===== src/rtl/meter_bcd_src.sv =====
// Taxi-meter trip source: BCD distance/fee accounting plus display scan timing.
// Optional night tariff (doubled per-pulse rate) enabled by defining METER_NIGHT_EN.
module meter_bcd_src #(
  parameter logic [15:0] BASE_FEE   = 16'h0100,
  parameter logic [15:0] BASE_DIST  = 16'h0030,
  parameter logic [3:0]  RATE       = 4'h2,
  parameter int          SCAN_DIV   = 50000,
  parameter int          SWAP_SCANS = 500
) (
  input  logic        clk,
  input  logic        rst,
  input  logic        start,
  input  logic        stop,
  input  logic        wheel_pulse,
  input  logic        night,
  output logic [15:0] fee,
  output logic [15:0] distance,
  output logic [1:0]  Bit_Sel,
  output logic        d_m,
  output logic        busy
);

  localparam int PW = (SCAN_DIV > 1) ? $clog2(SCAN_DIV) : 1;
  localparam int SW = (SWAP_SCANS > 1) ? $clog2(SWAP_SCANS) : 1;
  localparam logic [15:0] BCD_MAX = 16'h9999;

  typedef enum logic [1:0] {
    IDLE = 2'd0,
    RUN  = 2'd1,
    HOLD = 2'd2
  } state_t;

  state_t      state_q, state_d;
  logic [15:0] fee_q, fee_d;
  logic [15:0] dist_q, dist_d;
  logic        busy_q, busy_d;
  logic [PW-1:0] presc_q, presc_d;
  logic [SW-1:0] scan_q, scan_d;
  logic [1:0]  bit_sel_q, bit_sel_d;
  logic        d_m_q, d_m_d;

  logic [4:0]  inc_amt;
  logic [15:0] dist_inc;
  logic [15:0] fee_inc;

  // Adds a small binary amount (0..18) digit by digit; overflow clamps to 9999.
  function automatic logic [15:0] bcd_add(
    input logic [15:0] v,
    input logic [4:0]  amt
  );
    logic [15:0] r;
    logic [5:0]  s;
    logic [5:0]  c;
    r = '0;
    c = {1'b0, amt};
    for (int i = 0; i < 4; i++) begin
      s = {2'b00, v[i*4 +: 4]} + c;
      if (s >= 6'd20) begin
        r[i*4 +: 4] = 4'(s - 6'd20);
        c = 6'd2;
      end else if (s >= 6'd10) begin
        r[i*4 +: 4] = 4'(s - 6'd10);
        c = 6'd1;
      end else begin
        r[i*4 +: 4] = s[3:0];
        c = 6'd0;
      end
    end
    if (c != 6'd0) r = BCD_MAX;
    return r;
  endfunction

`ifdef METER_NIGHT_EN
  assign inc_amt = night ? {RATE, 1'b0} : {1'b0, RATE};
`else
  logic unused_night;
  assign unused_night = night;
  assign inc_amt = {1'b0, RATE};
`endif

  assign dist_inc = bcd_add(dist_q, 5'd1);
  assign fee_inc  = bcd_add(fee_q, inc_amt);

  always_comb begin
    state_d = state_q;
    fee_d   = fee_q;
    dist_d  = dist_q;
    busy_d  = busy_q;
    unique case (state_q)
      IDLE, HOLD: begin
        if (start) begin
          state_d = RUN;
          dist_d  = '0;
          fee_d   = BASE_FEE;
          busy_d  = 1'b1;
        end
      end
      RUN: begin
        if (wheel_pulse && dist_q != BCD_MAX) begin
          dist_d = dist_inc;
          if (dist_inc > BASE_DIST) fee_d = fee_inc;
        end
        if (stop) begin
          state_d = HOLD;
          busy_d  = 1'b0;
        end
      end
      default: begin
        state_d = IDLE;
        fee_d   = '0;
        dist_d  = '0;
        busy_d  = 1'b0;
      end
    endcase
  end

  // Scan timing is free-running and ignores the trip state.
  always_comb begin
    presc_d   = presc_q + 1'b1;
    bit_sel_d = bit_sel_q;
    scan_d    = scan_q;
    d_m_d     = d_m_q;
    if (presc_q == PW'(SCAN_DIV - 1)) begin
      presc_d   = '0;
      bit_sel_d = bit_sel_q + 2'd1;
      if (bit_sel_q == 2'd3) begin
        if (scan_q == SW'(SWAP_SCANS - 1)) begin
          scan_d = '0;
          d_m_d  = ~d_m_q;
        end else begin
          scan_d = scan_q + 1'b1;
        end
      end
    end
  end

  always_ff @(posedge clk) begin
    if (rst) begin
      state_q   <= IDLE;
      fee_q     <= '0;
      dist_q    <= '0;
      busy_q    <= 1'b0;
      presc_q   <= '0;
      scan_q    <= '0;
      bit_sel_q <= '0;
      d_m_q     <= 1'b0;
    end else begin
      state_q   <= state_d;
      fee_q     <= fee_d;
      dist_q    <= dist_d;
      busy_q    <= busy_d;
      presc_q   <= presc_d;
      scan_q    <= scan_d;
      bit_sel_q <= bit_sel_d;
      d_m_q     <= d_m_d;
    end
  end

  assign fee      = fee_q;
  assign distance = dist_q;
  assign busy     = busy_q;
  assign Bit_Sel  = bit_sel_q;
  assign d_m      = d_m_q;

endmodule

===== config.mk =====
export PLATFORM = sky130hd
export DESIGN_NAME = meter_bcd_src
export DESIGN_NICKNAME = d
export VERILOG_FILES = /design/src/rtl/meter_bcd_src.sv
export SDC_FILE = /design/constraint.sdc
export NUM_CORES = 1
export LEC_CHECK = 0
export ABC_AREA = 0
export CORE_MARGIN = 3
export CORE_UTILIZATION = 40
export CTS_BUF_LIST = sky130_fd_sc_hd__clkbuf_8
export DETAILED_ROUTE_END_ITERATION = 6
export PLACE_DENSITY = 0.69
export SLEW_MARGIN = 25
export SYNTH_ARGS = -nofsm -noshare
export SYNTH_HDL_FRONTEND = slang
export SYNTH_SLANG_ARGS = --single-unit

===== constraint.sdc =====
create_clock -name clk -period 13.7 [get_ports clk]
set_clock_uncertainty 0.2 [all_clocks]
set_input_delay 3.425 -clock clk [delete_from_list [all_inputs] [get_ports clk]]
set_output_delay 3.425 -clock clk [all_outputs]
set_load 0.02 [all_outputs]

# After elaboration in Yosys (flattened, before gate mapping)
# Cells that the tools add are included.
[totals]
register_bits = 63
latch_bits = 0
ram_bits = 0
mem_bits_ro = 0
in_bits = 6
output_inout_bits = 36
wordCells = 122
n_memories = 0
[op_classes]
addsub = 27
multipliers = 0
div_mod_pow = 0
order_cmp = 17
eq_ne = 10
n_shift = 0
mux = 48
bitwise_logic = 1
reduce_logical = 11
[ops]
columns = ["cell", "n"]
rows = [
  ["$mux 16", 7],
  ["$mux 4", 16],
  ["$pmux 16 s2", 2],
  ["$ge 5x4->1 const B", 8],
  ["$ge 5x5->1 const B", 8],
  ["$sub 4x3->4 const B", 8],
  ["$sub 4x4->4 const B", 8],
  ["$add 4x2->5", 6],
  ["$mux 2", 10],
  ["$add 16x1->16 const B", 1],
  ["$eq 16x16->1 const B", 1],
  ["$gt 16x6->1 const B", 1],
  ["$ne 16x16->1 const B", 1],
  ["$reduce_bool 6->1", 2],
  ["$mux 1", 10],
  ["$add 9x1->9 const B", 1],
  ["$eq 9x9->1 const B", 1],
  ["$mux 9", 1],
  ["$ne 2x2->1 const B", 4],
  ["$reduce_and 2->1", 3],
  ["$reduce_and 3->1", 2],
  ["$add 4x1->5 const B", 1],
  ["$add 4x2->5 const B", 1],
  ["$eq 2x2->1 const B", 2],
  ["8 further kinds", 9],
]

# Depth between registers and ports, before layout
[logic_depth]
depth_word = 22
mapped_depth = 43
depth_no_buf = 41

# Worst setup path before layout
# Ideal clock, no wire load.
[synth_path]
kind = "register -> register"
start = "reg dist_q[0] (netlist: distance[0])"
end = "reg fee_q[15] (netlist: fee[15])"
setup_ns = 0.138
t_arrival_ns = 8.116
required_ns = 13.362
slack_ns = 5.245
stages_incl_launch_ff = 44
n_path_buf = 3
period_less_slack_ns = 8.455
path_cell_list = "dfxtp_1 > ha_1 > clkbuf_1 > xor2_1 > ha_1 > nand2_1 > a21oi_1 > a21oi_1 > ha_1 > and2_1 > o31a_1 > buf_6 > xnor2_1 > ha_1 > nand2_1 > nand2_1 > o22ai_1 > nand2_1 > [8 not listed] > a221o_1 > nand2_1 > nor3_1 > inv_1 > fa_1 > xor2_1 > ha_1 > nor2b_1 > a221oi_1 > nand3_2 > o21ai_0 > a2111oi_0 > a41oi_1 > nand4_1 > or4b_1 > buf_4 > a31oi_1 > a211oi_2"
[synth_between]
elab_chain_len = 21
word_cells_on_any_way = 44
cone_classes = "add/sub (12); order compare (9); eq/ne (3); mux (17); reduce/logical (3)"
[synth_rtl]
columns = ["element", "line_no", "rtl"]
rows = [
  ["start, declared", "35", "logic [15:0] dist_q, dist_d;"],
  ["start signal, assigned", "150", "dist_q <= dist_d;"],
  ["$add 4x1->5", "57", "s = {2'b00, v[i*4 +: 4]} + c;"],
  ["$ge 5x4->1", "61", "end else if (s >= 6'd10) begin"],
  ["$mux 1", "61", ""],
  ["$mux 2", "58", "if (s >= 6'd20) begin"],
  ["$add 4x2->5", "57", ""],
  ["$ge 5x4->1", "61", ""],
  ["$mux 1", "61", ""],
  ["$mux 2", "58", ""],
  ["[5 not listed]", "n/a", ""],
  ["$ge 5x4->1", "61", ""],
  ["$mux 1", "61", ""],
  ["$mux 2", "58", ""],
  ["$reduce_bool 6->1", "69", "if (c != 6'd0) r = BCD_MAX;"],
  ["$mux 16", "69", ""],
  ["$gt 16x6->1", "101", "if (dist_inc > BASE_DIST) fee_d = fee_inc;"],
  ["$ne 2x2->1 (no line)", "n/a", ""],
  ["$reduce_and 3->1 (no line) *", "n/a", ""],
  ["end signal, assigned", "140", "fee_q <= '0;"],
  ["end signal, assigned", "149", "fee_q <= fee_d;"],
  ["end, declared", "34", "logic [15:0] fee_q, fee_d;"],
]
# Every way passes the cells marked *; elsewhere a longest branch is shown, timed or not.
# A chain may end at the register's enable or synchronous reset.

# Final worst setup path
# Same ends and word-level chain as after synthesis.

==> flow_summary.rst <==
.. list-table::
   :header-rows: 1

   * - Metric
     - Value
   * - Number of library cell types mapped by synthesis
     - 79
   * - Fraction of the mapped netlist area in compound gates
     - 20.7%
   * - Synth Net Count
     - 648
   * - Total inserted antenna cells
     - 0
   * - Detailed-placement wirelength estimate
     - 8.32 mm
   * - Main combinational cell family by area after synthesis
     - simple AND/OR/NAND/NOR gates
   * - Synth-to-Final Area Change
     - 14.1%
   * - Iteration-0 DRC count of the detailed router
     - 244
   * - Post-synth design cell area
     - 4750 um^2
   * - Post-DR vias/cell
     - 5.59
   * - Critical path fanouts, max
     - 12
   * - Async S/R FF share, synth
     - 0%
   * - Worst slew margin relative to its limit
     - 32.0%
   * - Number of buffers inserted by hold repair at cts
     - 0
   * - Simple-gate share of the synthesized area
     - 25.6%
   * - DR DRC count
     - 0
   * - Cells resized by post-CTS repair
     - 0
   * - Remaining antenna violation count after routing
     - 0
   * - Multiplexer fraction of the synthesized cell area
     - 2.11%
   * - Startpoint kind of the worst setup timing path
     - flop
   * - Fraction of synthesized cell area taken by the top area cell type
     - 26.6%
   * - Ratio of final minimum period to clock period
     - 71.9%
   * - Worst Path Class, Setup
     - reg2reg
   * - Share of final-layout standard cells stronger than drive strength 1
     - 6.49%
   * - Port Buffer Count
     - 40
   * - CTS tree
     - built
   * - Dominant cell type by area after synthesis
     - sky130_fd_sc_hd__dfxtp_1
   * - FP Rows
     - 39
   * - Adder and majority gate portion of the synthesized area
     - 10.9%
   * - Share of synthesized area occupied by flip-flops and latches
     - 26.6%
   * - Buffers & Inverters on Critical Path
     - 2
   * - Post-placement cell count
     - 760
   * - Buffers inserted during post-CTS setup optimization
     - 0
   * - Antenna violations before repair
     - 0
   * - Die outline width
     - 115 um
   * - Final hold violation count
     - 0
   * - Place WS
     - 3990 ps
   * - Hold_ws
     - 287 ps
   * - Placer congestion estimate
     - 0.878
   * - F_max
     - 101 MHz
   * - Kind of end point of the critical path
     - flop
   * - Data required time of the critical path
     - 13710 ps
   * - CP max stage cell
     - sky130_fd_sc_hd__or4b_1
   * - Number of setup violations in the final report
     - 0
   * - Critical path's most frequent cell
     - sky130_fd_sc_hd__ha_1
   * - Total iterations of the first detailed-routing run
     - 4
   * - Die area
     - 13200 um^2
   * - Maximum number of buffers from clock root to sink
     - 2
   * - GRT Residual Overflow
     - 0
   * - Number of clock buffers inserted by TritonCTS
     - 9
   * - Critical path's top delay family
     - adder cells
   * - Number of ports placed on the die boundary
     - 42
   * - Global-route wire length before repair
     - 19.9 mm
   * - Tmin final
     - 9860 ps
   * - H-tree levels
     - 3
   * - Max stage delay on crit path
     - 770 ps
   * - Combined global-route utilization of all metal layers
     - 18.1%
   * - XOR/XNOR Fraction of Synth Area
     - 7.93%
   * - PwrDens
     - 73.0 nW/um^2
   * - Clock latency on the worst-skew pair
     - 340 ps
   * - Synthesized area per cell
     - 7.86 um^2
   * - Pins over their slew limit
     - 0
   * - Prevailing post-synth register cell
     - sky130_fd_sc_hd__dfxtp_1
   * - Total leakage power
     - 2.03 nW
   * - Std-Cell Core Area
     - 11500 um^2
   * - Final Worst Setup Slack
     - 3840 ps
   * - VDD IR-drop max
     - 0.0000460 V
   * - Register-to-register setup slack
     - 3840 ps
   * - Ranking of synthesized cells by area
     - sky130_fd_sc_hd__dfxtp_1, sky130_fd_sc_hd__ha_1, sky130_fd_sc_hd__nor2_1, sky130_fd_sc_hd__nand2_1, sky130_fd_sc_hd__xor2_1
   * - Arrival time at the worst endpoint
     - 9860 ps
   * - TritonCTS sink count
     - 63
   * - Die height
     - 115 um
   * - Unrepaired setup endpoints after global routing
     - no
   * - Initial core utilization
     - 41.2%
   * - Average wire length per cell after detail routing
     - 14.8 um
   * - Tightest Hold Check Type
     - reg2reg
   * - Routed vias
     - 4334
   * - Total of flip-flops plus latches after synthesis
     - 63
   * - Yosys warning count
     - 0
   * - Result of the run
     - finished, final reports clean
   * - Post-Route Setup TNS
     - 0 ps
   * - Slew at the pin closest to its max-slew limit
     - 1020 ps
   * - Layout Nets
     - 672
   * - Post-Synthesis Cells
     - 604
   * - Clock input transition at the sequential cells of the worst setup and hold paths
     - 70 ps
   * - Maximum capacitance violations
     - 0
   * - Wirelength, routed
     - 11.5 mm
   * - Non-filler cells, final
     - 775
   * - Post-synth EDFFs
     - 0
   * - Root buf cell
     - sky130_fd_sc_hd__clkbuf_8
   * - Maximum number of pins on one net before global-route repair
     - 38
   * - Vias in the first global route
     - 4245
routing by layer:
metal  vias to the layer above  global-route usage [%]  part of all wire (%)
met5                         -                       0                     0
met4                         0                    5.87                   1.0
met3                         9                    2.89                   4.4
met2                        93                    30.0                    47
met1                      2040                    24.0                    47
li1                       2192                       -                     -
synth_stat cells (all sizes together) (3+ instances only):
cell type and n:
o2111a 3, a21boi 3, or3 3, nand2 61
nand4 13, a21oi 32, ha 34, mux2i 10
or2 4, nor3b 3, xnor2 19, o21ai 26
a21o 3, inv 42, and2 6, nor2b 6
a32o 3, nor3 11, xor2 24, nor4 6
nor2 74, nand3 24, nand2b 8, nand4b 3
a22oi 7, buf 9, dfxtp 63, fa 4
clkbuf 19, and3 10, o211ai 10, a31oi 8
o31ai 5, nor4b 4, a211oi 4, nand3b 3
o22ai 5
registers in the layout, summed over array words and instances (netlist names):
signal / count
busy: 1
fee: 16
scan_q: 9
Bit_Sel: 2
presc_q: 16
state_q: 2
d_m: 1
distance: 16
cells by family after synthesis:
family	count (synthesis)
adders and majority gates	39
and+or+nand+nor	243
muxes	10
buffers and inverters	71
DFF	63
xor gates and xnor gates	43
AOI/OAI and AO/OA	135
final cells by class:
type	instances	area (um^2)
Clock buffer	10	138
Multi-Input combinational cell	470	3200
Fill cell	1150	6100
Sequential cell	63	1260
Tap cell	143	179
Clock inverter	5	73.8
Inverter	43	161
Timing Repair Buffer	41	408
worst paths after layout:
kind | cells after the start | endpoint | from
worst min register to register | 1 | presc_q[0] | presc_q[0]
worst max-delay path | 41 | fee[15] | distance[0]
worst min-delay path | 1 | presc_q[0] | presc_q[0]
worst max register to register | 41 | fee[15] | distance[0]
cell usage in the layout (no fill, tap or decap), types with 11 or more instances in the layout:
cell	n
sky130_fd_sc_hd__xnor2_1	19
sky130_fd_sc_hd__o21ai_0	23
sky130_fd_sc_hd__dfxtp_1	63
sky130_fd_sc_hd__xor2_1	24
sky130_fd_sc_hd__ha_1	34
sky130_fd_sc_hd__clkdlybuf4s50_1	40
sky130_fd_sc_hd__inv_1	43
sky130_fd_sc_hd__nand3_1	23
sky130_fd_sc_hd__nor2_1	72
sky130_fd_sc_hd__nor3_1	11
sky130_fd_sc_hd__nand2_1	60
sky130_fd_sc_hd__nand4_1	13
sky130_fd_sc_hd__a21oi_1	31
through the flow:
| stage | cell area [um^2] | utilization [%] | power [mW] |
|---|---|---|---|
| CTS | 5420 | 47.0 | 0.400 |
| global placement | 5210 | 45.2 | 0.220 |
| global route | 5420 | 47.0 | 0.410 |
| detailed placement | 5210 | 45.2 | 0.221 |
| floorplan | 4750 | - | 0.212 |
| finish | 5420 | 47.0 | 0.396 |
report_power, final:
part | internal, mW | switching, mW | total (mW)
Sequential | 0.185 | 0.00282 | 0.188
Combinational | 0.00980 | 0.0194 | 0.0292
Clock | 0.105 | 0.0732 | 0.178
Total | 0.300 | 0.0955 | 0.396
Note: power is estimated with default switching activity, not from simulation.
